## config.mk

```make
export PLATFORM = sky130hd
export DESIGN_NAME = pf_ddr4_c0_ddrphy_blk_iod_rx_lane_train
export DESIGN_NICKNAME = d
export VERILOG_FILES = /design/src/rtl/pf_ddr4_c0_ddrphy_blk_iod_rx_lane_train.sv
export SDC_FILE = /design/constraint.sdc
export NUM_CORES = 1
export LEC_CHECK = 0
export CAP_MARGIN = 20
export CORE_UTILIZATION = 35
export DETAILED_ROUTE_END_ITERATION = 10
export HOLD_SLACK_MARGIN = 0.15
export PLACE_DENSITY = 0.58
export SYNTH_ARGS = -nofsm -noshare
export SYNTH_HDL_FRONTEND = slang
export SYNTH_SLANG_ARGS = --single-unit
```

## constraint.sdc

```tcl
create_clock -name FAB_CLK -period 12.98 [get_ports FAB_CLK]
set_input_delay 1.298 -clock FAB_CLK [delete_from_list [all_inputs] [get_ports FAB_CLK]]
set_output_delay 1.298 -clock FAB_CLK [all_outputs]
set_load 0.1 [all_outputs]
```

## src/rtl/pf_ddr4_c0_ddrphy_blk_iod_rx_lane_train.sv

```systemverilog
// One DDR4 PHY receive lane: trains the IOD delay line and 2-bit word slip, then streams aligned data.
// Optional mismatch counter (ERR_CNT) is built when PF_DDR4_RX_LANE_ERR_CNT_EN is defined.
module pf_ddr4_c0_ddrphy_blk_iod_rx_lane_train #(
  parameter logic [3:0] TRAIN_PATTERN = 4'b0011,
  parameter int         SETTLE_CYC    = 8,
  parameter int         CMP_CYC       = 16,
  parameter int         MIN_WINDOW    = 4,
  parameter logic [7:0] MAX_TAP       = 8'd127
) (
  input  logic       FAB_CLK,
  input  logic       ARST,
  input  logic       TRAIN_START,
  input  logic [3:0] RX_DATA_0,
  input  logic       DELAY_LINE_OUT_OF_RANGE_0,
  output logic       DELAY_LINE_LOAD_0,
  output logic       DELAY_LINE_MOVE_0,
  output logic       DELAY_LINE_DIRECTION_0,
  output logic [3:0] RX_DATA_ALIGNED,
  output logic       RX_DATA_VALID,
  output logic       TRAIN_BUSY,
  output logic       TRAIN_DONE,
  output logic       TRAIN_FAIL,
  output logic [1:0] BIT_SLIP,
  output logic [7:0] TAP_CENTER,
  output logic [7:0] WINDOW_WIDTH
`ifdef PF_DDR4_RX_LANE_ERR_CNT_EN
  ,
  output logic [15:0] ERR_CNT
`endif
);

  localparam logic [7:0] SETTLE_LAST = 8'(SETTLE_CYC - 1);
  localparam logic [7:0] CMP_LAST    = 8'(CMP_CYC - 1);
  localparam logic [7:0] MIN_W       = 8'(MIN_WINDOW);

  typedef enum logic [3:0] {
    S_IDLE, S_LOAD, S_SETTLE, S_CHECK, S_EVAL, S_MOVE, S_BACK, S_DONE, S_FAIL
  } state_t;

  state_t      state;
  logic [3:0]  prev, match, rot_eq, aligned_next;
  logic [7:0]  window;
  logic [7:0]  tap, cnt, centre, win_start, win_width;
  logic [1:0]  win_rot, pass_rot, slip_sel;
  logic        win_open, back_phase, pass, exhausted, start_req, back_done;
  logic        close_accept, exh_accept, accept, n_open;
  logic [7:0]  n_start, n_width, acc_start, acc_width, acc_centre;
  logic [1:0]  n_rot, acc_rot;

  // Rotation compare, tap verdict and output word selection.
  always_comb begin
    window = {RX_DATA_0, prev};
    for (int r = 0; r < 4; r++) begin
      rot_eq[r] = (window[r +: 4] == TRAIN_PATTERN);
    end
    pass = |match;
    if (match[0]) begin
      pass_rot = 2'd0;
    end else if (match[1]) begin
      pass_rot = 2'd1;
    end else if (match[2]) begin
      pass_rot = 2'd2;
    end else begin
      pass_rot = 2'd3;
    end
    exhausted = (tap == MAX_TAP) || DELAY_LINE_OUT_OF_RANGE_0;
    start_req = TRAIN_START && ((state == S_IDLE) || (state == S_DONE) || (state == S_FAIL));
    back_done = (state == S_BACK) && (tap == centre);
    // The locked rotation is used already on the edge entering DONE so the first valid word is aligned.
    if (back_done) begin
      slip_sel = win_rot;
    end else begin
      slip_sel = BIT_SLIP;
    end
    aligned_next = window[slip_sel +: 4];
  end

  // Passing-window bookkeeping for the tap currently being evaluated.
  always_comb begin
    n_open       = win_open;
    n_start      = win_start;
    n_width      = win_width;
    n_rot        = win_rot;
    close_accept = 1'b0;
    if (win_open && pass && (pass_rot == win_rot)) begin
      n_width = win_width + 8'd1;
    end else if (win_open) begin
      close_accept = (win_width >= MIN_W);
      n_open       = pass;
      n_start      = tap;
      n_rot        = pass_rot;
      n_width      = 8'd1;
    end else if (pass) begin
      n_open  = 1'b1;
      n_start = tap;
      n_rot   = pass_rot;
      n_width = 8'd1;
    end else begin
      n_open = 1'b0;
    end
    exh_accept = exhausted && n_open && (n_width >= MIN_W);
    accept     = close_accept || exh_accept;
    if (close_accept) begin
      acc_start = win_start;
      acc_width = win_width;
      acc_rot   = win_rot;
    end else if (exh_accept) begin
      acc_start = n_start;
      acc_width = n_width;
      acc_rot   = n_rot;
    end else begin
      acc_start = win_start;
      acc_width = win_width;
      acc_rot   = win_rot;
    end
    acc_centre = acc_start + ((acc_width - 8'd1) >> 1);
  end

  // Training FSM, delay-line controls, status and aligned data.
  always_ff @(posedge FAB_CLK or posedge ARST) begin
    if (ARST) begin
      state                  <= S_IDLE;
      prev                   <= 4'd0;
      match                  <= 4'd0;
      tap                    <= 8'd0;
      cnt                    <= 8'd0;
      centre                 <= 8'd0;
      win_open               <= 1'b0;
      win_start              <= 8'd0;
      win_width              <= 8'd0;
      win_rot                <= 2'd0;
      back_phase             <= 1'b0;
      DELAY_LINE_LOAD_0      <= 1'b0;
      DELAY_LINE_MOVE_0      <= 1'b0;
      DELAY_LINE_DIRECTION_0 <= 1'b0;
      RX_DATA_ALIGNED        <= 4'd0;
      RX_DATA_VALID          <= 1'b0;
      TRAIN_BUSY             <= 1'b0;
      TRAIN_DONE             <= 1'b0;
      TRAIN_FAIL             <= 1'b0;
      BIT_SLIP               <= 2'd0;
      TAP_CENTER             <= 8'd0;
      WINDOW_WIDTH           <= 8'd0;
`ifdef PF_DDR4_RX_LANE_ERR_CNT_EN
      ERR_CNT                <= 16'd0;
`endif
    end else begin
      prev              <= RX_DATA_0;
      RX_DATA_ALIGNED   <= aligned_next;
      DELAY_LINE_LOAD_0 <= 1'b0;
      DELAY_LINE_MOVE_0 <= 1'b0;
      if (start_req) begin
        DELAY_LINE_LOAD_0 <= 1'b1;
        TRAIN_BUSY        <= 1'b1;
        TRAIN_DONE        <= 1'b0;
        TRAIN_FAIL        <= 1'b0;
        RX_DATA_VALID     <= 1'b0;
        tap               <= 8'd0;
        win_open          <= 1'b0;
        win_width         <= 8'd0;
        state             <= S_LOAD;
`ifdef PF_DDR4_RX_LANE_ERR_CNT_EN
        ERR_CNT           <= 16'd0;
`endif
      end else begin
        case (state)
          S_IDLE: state <= S_IDLE;
          S_LOAD, S_MOVE: begin
            cnt   <= 8'd0;
            state <= S_SETTLE;
          end
          S_SETTLE: begin
            if (cnt == SETTLE_LAST) begin
              cnt   <= 8'd0;
              match <= 4'hF;
              state <= S_CHECK;
            end else begin
              cnt <= cnt + 8'd1;
            end
          end
          S_CHECK: begin
            match <= match & rot_eq;
            if (cnt == CMP_LAST) begin
              state <= S_EVAL;
            end else begin
              cnt <= cnt + 8'd1;
            end
          end
          S_EVAL: begin
            if (accept) begin
              win_open   <= 1'b0;
              win_start  <= acc_start;
              win_width  <= acc_width;
              win_rot    <= acc_rot;
              centre     <= acc_centre;
              back_phase <= 1'b0;
              state      <= S_BACK;
            end else if (exhausted) begin
              win_open   <= 1'b0;
              TRAIN_BUSY <= 1'b0;
              TRAIN_FAIL <= 1'b1;
              state      <= S_FAIL;
            end else begin
              win_open               <= n_open;
              win_start              <= n_start;
              win_width              <= n_width;
              win_rot                <= n_rot;
              tap                    <= tap + 8'd1;
              DELAY_LINE_MOVE_0      <= 1'b1;
              DELAY_LINE_DIRECTION_0 <= 1'b1;
              state                  <= S_MOVE;
            end
          end
          // Walk back towards the centre with a MOVE pulse every other cycle.
          S_BACK: begin
            if (back_done) begin
              BIT_SLIP      <= win_rot;
              TAP_CENTER    <= tap;
              WINDOW_WIDTH  <= win_width;
              TRAIN_BUSY    <= 1'b0;
              TRAIN_DONE    <= 1'b1;
              RX_DATA_VALID <= 1'b1;
              state         <= S_DONE;
            end else if (!back_phase) begin
              DELAY_LINE_MOVE_0      <= 1'b1;
              DELAY_LINE_DIRECTION_0 <= 1'b0;
              tap                    <= tap - 8'd1;
              back_phase             <= 1'b1;
            end else begin
              back_phase <= 1'b0;
            end
          end
          S_DONE: begin
`ifdef PF_DDR4_RX_LANE_ERR_CNT_EN
            if ((RX_DATA_ALIGNED != TRAIN_PATTERN) && (ERR_CNT != 16'hFFFF)) begin
              ERR_CNT <= ERR_CNT + 16'd1;
            end
`endif
            state <= S_DONE;
          end
          S_FAIL: state <= S_FAIL;
          default: state <= S_IDLE;
        endcase
      end
    end
  end

endmodule
```

---- Yosys cells after proc, flatten, opt, wreduce, memory -nomap -nowiden ----
Cells that the tools add are included.
storage, ports and cells
  output and inout port bits .............. 29
  flip-flop bits (word level) ............. 84
  input port bits ......................... 8
  word-level logic and storage cells ...... 186
cells by class
  bitwise gates (word level) .............. 2
  mux-type cells .......................... 81
  magnitude comparators ................... 2
  equal/unequal tests ..................... 37
  add/sub/neg operators ................... 6
  shift-type cells ........................ 1
  reductions and logical operators ........ 36
operators with widths
  kind                                                                   count
  8-bit two-way mux                                                      23
  1-bit two-way mux                                                      33
  4-bit two-way mux                                                      7
  4-bit case mux with 7 select lines                                     1
  8-bit by 1-bit adder with 8-bit output, second input constant          3
  4-bit by 2-bit equality test with 1-bit output, second input constant  6
  3-bit inequality test, second input constant                           8
  8-bit case mux with 3 select lines                                     1
  3-bit AND reduction                                                    7
  2-bit two-way mux                                                      10
  2-bit inequality test, second input constant                           10
  4-bit by 3-bit equality test with 1-bit output, second input constant  4
  8-bit by 3-bit >= comparator with 1-bit output, second input constant  2
  8-bit case mux with 2 select lines                                     1
  8-bit by 1-bit subtractor with 8-bit output, second input constant     2
  2-bit nonzero test                                                     6
  5-bit AND reduction                                                    2
  8-bit by 7-bit adder with 8-bit output                                 1
  8-bit by 3-bit equality test with 1-bit output, second input constant  1
  8-bit by 4-bit equality test with 1-bit output, second input constant  1
  8-bit by 7-bit equality test with 1-bit output, second input constant  1
  8-bit equality test                                                    1
  1-bit case mux with 2 select lines                                     4
  4-bit case mux with 2 select lines                                     1
  other kinds (17)                                                       29

---- Longest topological paths before layout ----
  word-level depth ........................ 13
  mapped depth ............................ 22
  gate-level depth less buffers ........... 18

---- Worst setup path before layout ----
Ideal clock, no wire load.
  path type ............................... input -> register
  from .................................... input DELAY_LINE_OUT_OF_RANGE_0
  to ...................................... register centre[6]
  data required time ...................... 12.855 ns
  stages .................................. 17
  path buffers ............................ 2
  path slack .............................. 8.751 ns
  arrival ................................. 4.104 ns
  library setup time ...................... 0.125 ns
  cell sequence ........................... or2_2 clkbuf_1 nand2_1 a31oi_1 buf_4 mux2i_1 xnor2_1 ha_1 inv_1 fa_1 nor2b_1 o21ai_0 nand2b_1 a21o_1 a21oi_1 xnor2_1 mux2_2
between the ends
  cells in the longest elaborated chain, start to end .. 7
  elaborated cells on any way between the ends .. 11
  classes of those cells .................. add/sub: 2; mux: 4; reduce/logical: 5
RTL lines
  item                                         RTL line  text
  start, declared                              14        input logic DELAY_LINE_OUT_OF_RANGE_0,
  1-bit logical OR (*)                         66        exhausted = (tap == MAX_TAP) || DELAY_LINE_OUT_OF_RANGE_0;
  1-bit logical AND (*) (2 in a row)           101       exh_accept = exhausted && n_open && (n_width >= MIN_W);
  8-bit two-way mux                            107       end else if (exh_accept) begin
  8-bit two-way mux                            103       if (close_accept) begin
  8-bit by 1-bit subtractor with 8-bit output  116       acc_centre = acc_start + ((acc_width - 8'd1) >> 1);
  8-bit by 7-bit adder with 8-bit output       116
  end signal, assigned                         195       centre <= acc_centre;
  end, declared                                43        logic [7:0] tap, cnt, centre, win_start, win_width;
Mark *: on every way between the ends. The rest lies on a longest branch, timed or not.
A chain may end at the register's enable or synchronous reset.

---- Worst setup path in the final report ----
  from .................................... register match[0]
  to ...................................... register centre[7]
between the ends
  cells in the longest elaborated chain, start to end .. 10
  elaborated cells on any way between the ends .. 26
  classes of those cells .................. add/sub: 2; order compare: 1; eq/ne: 1; mux: 15; reduce/logical: 7
RTL lines
  item                                                                                 RTL line  text
  start, declared                                                                      41        logic [3:0] prev, match, rot_eq, aligned_next;
  start signal, assigned                                                               182       match <= match & rot_eq;
  4-bit OR reduction or 2-bit two-way mux (tied branches)                              56, 57
  8-bit two-way mux, or another cell as far along                                      93        end else if (pass) begin
  8-bit two-way mux, or another cell as far along                                      87        end else if (win_open) begin
  8-bit two-way mux or 1-bit two-way mux (tied branches)                               85        if (win_open && pass && (pass_rot == win_rot)) begin
  8-bit by 3-bit >= comparator with 1-bit output or 1-bit logical AND (tied branches)  101
  1-bit logical AND                                                                    101
  8-bit two-way mux                                                                    107
  8-bit two-way mux                                                                    103
  8-bit by 1-bit subtractor with 8-bit output                                          116
  8-bit by 7-bit adder with 8-bit output                                               116
Parallel ways exist; a longest one is shown, timed or not.

==> out/qor.yml <==
clock_tree:
  tritoncts.num_buffers: 9
  worst_path_clk_slew_ns: 0.06
  htreeDepth: 3
  post-cts-setup-buffer-count: 0
  post_cts_resize_count: 0
  clock_sinks: 84
  tritoncts: "yes"
  ctsHoldBuffers: 0
  clk_path_buf_depth: 2
  clk_root_buffer_cell: "sky130_fd_sc_hd__clkbuf_16"
  clock_latency_ns: 0.35
timing:
  timing.final.crit_share_pct: 34.2
  grt_setup_unrepaired: "no"
  tns_setup_ns: 0
  max-slew-margin-rel_pct: 32.5
  finalHoldWorstSlack_ns: 0.505
  slew_violations: 0
  skew_ns: 0.00760
  report.final.setup_viol: 0
  worst_pin_slew_ns: 1.01
  setup_slack_ns: 8.55
  timing.final.crit_period_ns: 4.43
  clock.fmax_mhz: 226
  hold_viol: 0
critical_path:
  crit_arrival_ns: 4.66
  worst_setup_path_start_kind: "flop"
  critical-path-top-delay-family: "compound AO/OA/AOI/OAI gates"
  worst-setup-path-type: "flop to flop"
  crit_top_cell: "sky130_fd_sc_hd__a21o_1"
  path_buf_inv: 0
  endpoint_kind: "flop"
  crit_required_ns: 13.21
  critical_path.max_stage_delay_ns: 0.50
  rr_worst_depth: 16
  critical_path_peak_fanout: 12
  cpMaxStageDelayCell: "sky130_fd_sc_hd__a211o_1"
  cp_cell_sequence: "nor2_1 -> or2_1 -> a211o_1 -> or3_1 -> o21a_1 -> a31o_4 -> nor3b_1 -> a31oi_1 -> ha_1 -> a21o_1 -> a21o_1 -> a21o_1 -> a21oi_1 -> o21ai_0 -> xor2_1 -> mux2_2"
  stages_on_the_worst_setup_path: 16
global_routing:
  largest_net_degree_at_the_start_of_global_routing: 85
  number_of_antenna_violations_at_the_first_check_in_global_routing: 0
  global_route_wire_length_before_repair_um: 19800
  globalRouteTotalUtil_pct: 17.5
  globalRoute.totalOverflow: 0
  vias_in_the_first_global_route: 3870
floorplan:
  floorplan.rows: 43
  start_util_pct: 35.8
  fp.coreArea_um2: 13900
  design.portCount: 37
  fp.dieArea_um2: 14700
  die_height_um: 121
  die_w_um: 121
synthesis:
  synth_seq_area_share_pct: 42.3
  ys_dominant_reg_cell: "sky130_fd_sc_hd__dfrtp_1"
  netlist.top_cell.by_area: "sky130_fd_sc_hd__dfrtp_1"
  syn_avg_cell_area_um2: 9.90
  ys_top_cells_by_area: "sky130_fd_sc_hd__dfrtp_1 42%, sky130_fd_sc_hd__mux2_2 7.5%, sky130_fd_sc_hd__ha_1 4.0%"
  synth_compound_gate_area_share_pct: 17.6
  synth_xor_area_share_pct: 5.99
  synth_top_family_by_area: "compound AO/OA/AOI/OAI gates"
  synth_seq_cells: 84
  synth_cells: 502
  muxShareOfSynthArea_pct: 10.9
  synth.distinct_cells: 60
  synth_simple_gate_area_share_pct: 14.2
  yosysTopAreaCellShare_pct: 42.3
  synth-edff-count: 0
  syn-cell-area_um2: 4970
  syn-num-nets: 528
  synthArstFlopShare_pct: 100
  synth_adder_area_share_pct: 4.83
  synthesis_warning_total: 0
layout:
  insertedDiodeCount: 0
  area_growth_from_synthesis_to_layout_pct: 17.3
  final_cell_count_no_fill: 709
  most-common-layout-cells: "84 x sky130_fd_sc_hd__dfrtp_1, 36 x sky130_fd_sc_hd__clkdlybuf4s50_1, 34 x sky130_fd_sc_hd__nand2_1"
  layout_commonest_cell: "sky130_fd_sc_hd__dfrtp_1"
  finish.net_count: 550
  drive_gt1_share_pct: 12.5
route:
  firstDrtPassIters: 8
  detail_route.iter0.violations: 322
  avgRoutedWirePerCell_um: 16.6
  routed_wirelength_um: 11800
  drc: 2
  ant_nets: 0
  drt-vias-per-instance: 5.47
  detailroute.via_count: 3880
run_status:
  outcome: "finished, violations left"
  violations: "DRC"
power_and_ir_drop:
  cellLeakagePower_nw: 2.54
  power_density_cells_nw_per_um2: 197
  ir_drop_uv: 127
place:
  port_buffers: 36
  gp_routability_congestion: 0.861
  placed_cells_incl_taps: 692
  dp_worst_setup_slack_ns: 8.33
  detailed_placement_hpwl_um: 8260
worst_hold_path:
  type_of_the_most_critical_hold_path: "flop to flop"
  whs_path_depth: 1
run:
  timing.max_cap.violations: 0
## registers in the layout (all words and copies together), names as in the netlist, 2 cells and up
register         flops
TAP_CENTER           8
WINDOW_WIDTH         8
centre               8
cnt                  8
tap                  8
win_start            8
win_width            8
RX_DATA_ALIGNED      4
match                4
prev                 4
state                4
BIT_SLIP             2
win_rot              2
## where the power goes
part	switching, mW	total [mW]	leakage [nW]	internal [mW]
combinational	0.287	0.483	1.26	0.196
sequential	0.0659	0.368	1.11	0.302
clock	0.108	0.301	0.169	0.193
## cell usage after synthesis (5+ instances only)
master,instances
sky130_fd_sc_hd__a22o_1,5
sky130_fd_sc_hd__nand4_1,8
sky130_fd_sc_hd__mux2_2,33
sky130_fd_sc_hd__nor3_1,9
sky130_fd_sc_hd__inv_1,21
sky130_fd_sc_hd__nand3_1,12
sky130_fd_sc_hd__a21oi_1,20
sky130_fd_sc_hd__o21a_1,6
sky130_fd_sc_hd__o21ai_0,32
sky130_fd_sc_hd__mux2i_1,17
sky130_fd_sc_hd__a211oi_1,5
sky130_fd_sc_hd__and3_1,5
sky130_fd_sc_hd__or3_1,6
sky130_fd_sc_hd__nor2_1,32
sky130_fd_sc_hd__xor2_1,17
sky130_fd_sc_hd__nor2b_1,5
sky130_fd_sc_hd__o211ai_1,8
sky130_fd_sc_hd__ha_1,16
sky130_fd_sc_hd__nand2_1,34
sky130_fd_sc_hd__nand2b_1,7
sky130_fd_sc_hd__clkbuf_1,23
sky130_fd_sc_hd__a21o_1,6
sky130_fd_sc_hd__xnor2_1,17
sky130_fd_sc_hd__a31oi_1,10
sky130_fd_sc_hd__dfrtp_1,84
## logic make-up after synthesis
family,Yosys count
simple gates,138
flops,84
buf+inv,51
compound gates,127
fa+ha+maj,18
xor+xnor,34
mux,50
## layer usage
layer | global-route usage, % | share of wire (%) | routed length [um] | up-vias
met5 | 0 | 0 | 0 | -
met4 | 7.48 | 1.6 | 193 | 0
met3 | 3.57 | 5.5 | 649 | 15
met2 | 26.5 | 45 | 5310 | 117
met1 | 24.0 | 48 | 5620 | 1900
li1 | - | - | - | 1848
## layout make-up
cell class | instances | area [um^2]
Inverter | 22 | 83.8
Timing Repair Buffer | 40 | 403
Fill cell | 1359 | 8050
Multi-Input combinational cell | 367 | 2670
Clock buffer | 10 | 239
Tap cell | 180 | 225
Sequential cell | 84 | 2100
Clock inverter | 6 | 111
## metrics by stage
stage	util [%]	power, mW	instance area (um^2)
6_report	42.0	1.15	5830
5_1_grt	42.0	1.23	5830
4_1_cts	41.9	1.16	5810
3_5_place_dp	39.4	0.850	5460
3_3_place_gp	39.4	0.842	5460
2_1_floorplan	-	0.747	4970
## final timing paths
path,startpoint,endpoint,slack [ns]
max in group asynchronous,ARST,win_width[3],10.95
hold / removal,WINDOW_WIDTH[4],WINDOW_WIDTH[4],0.50
setup / recovery,match[0],centre[7],8.55
min in group asynchronous,ARST,tap[5],1.41
hold reg to reg,WINDOW_WIDTH[4],WINDOW_WIDTH[4],0.50
setup reg to reg,match[0],centre[7],8.55
(Power assumes the default switching activity.)
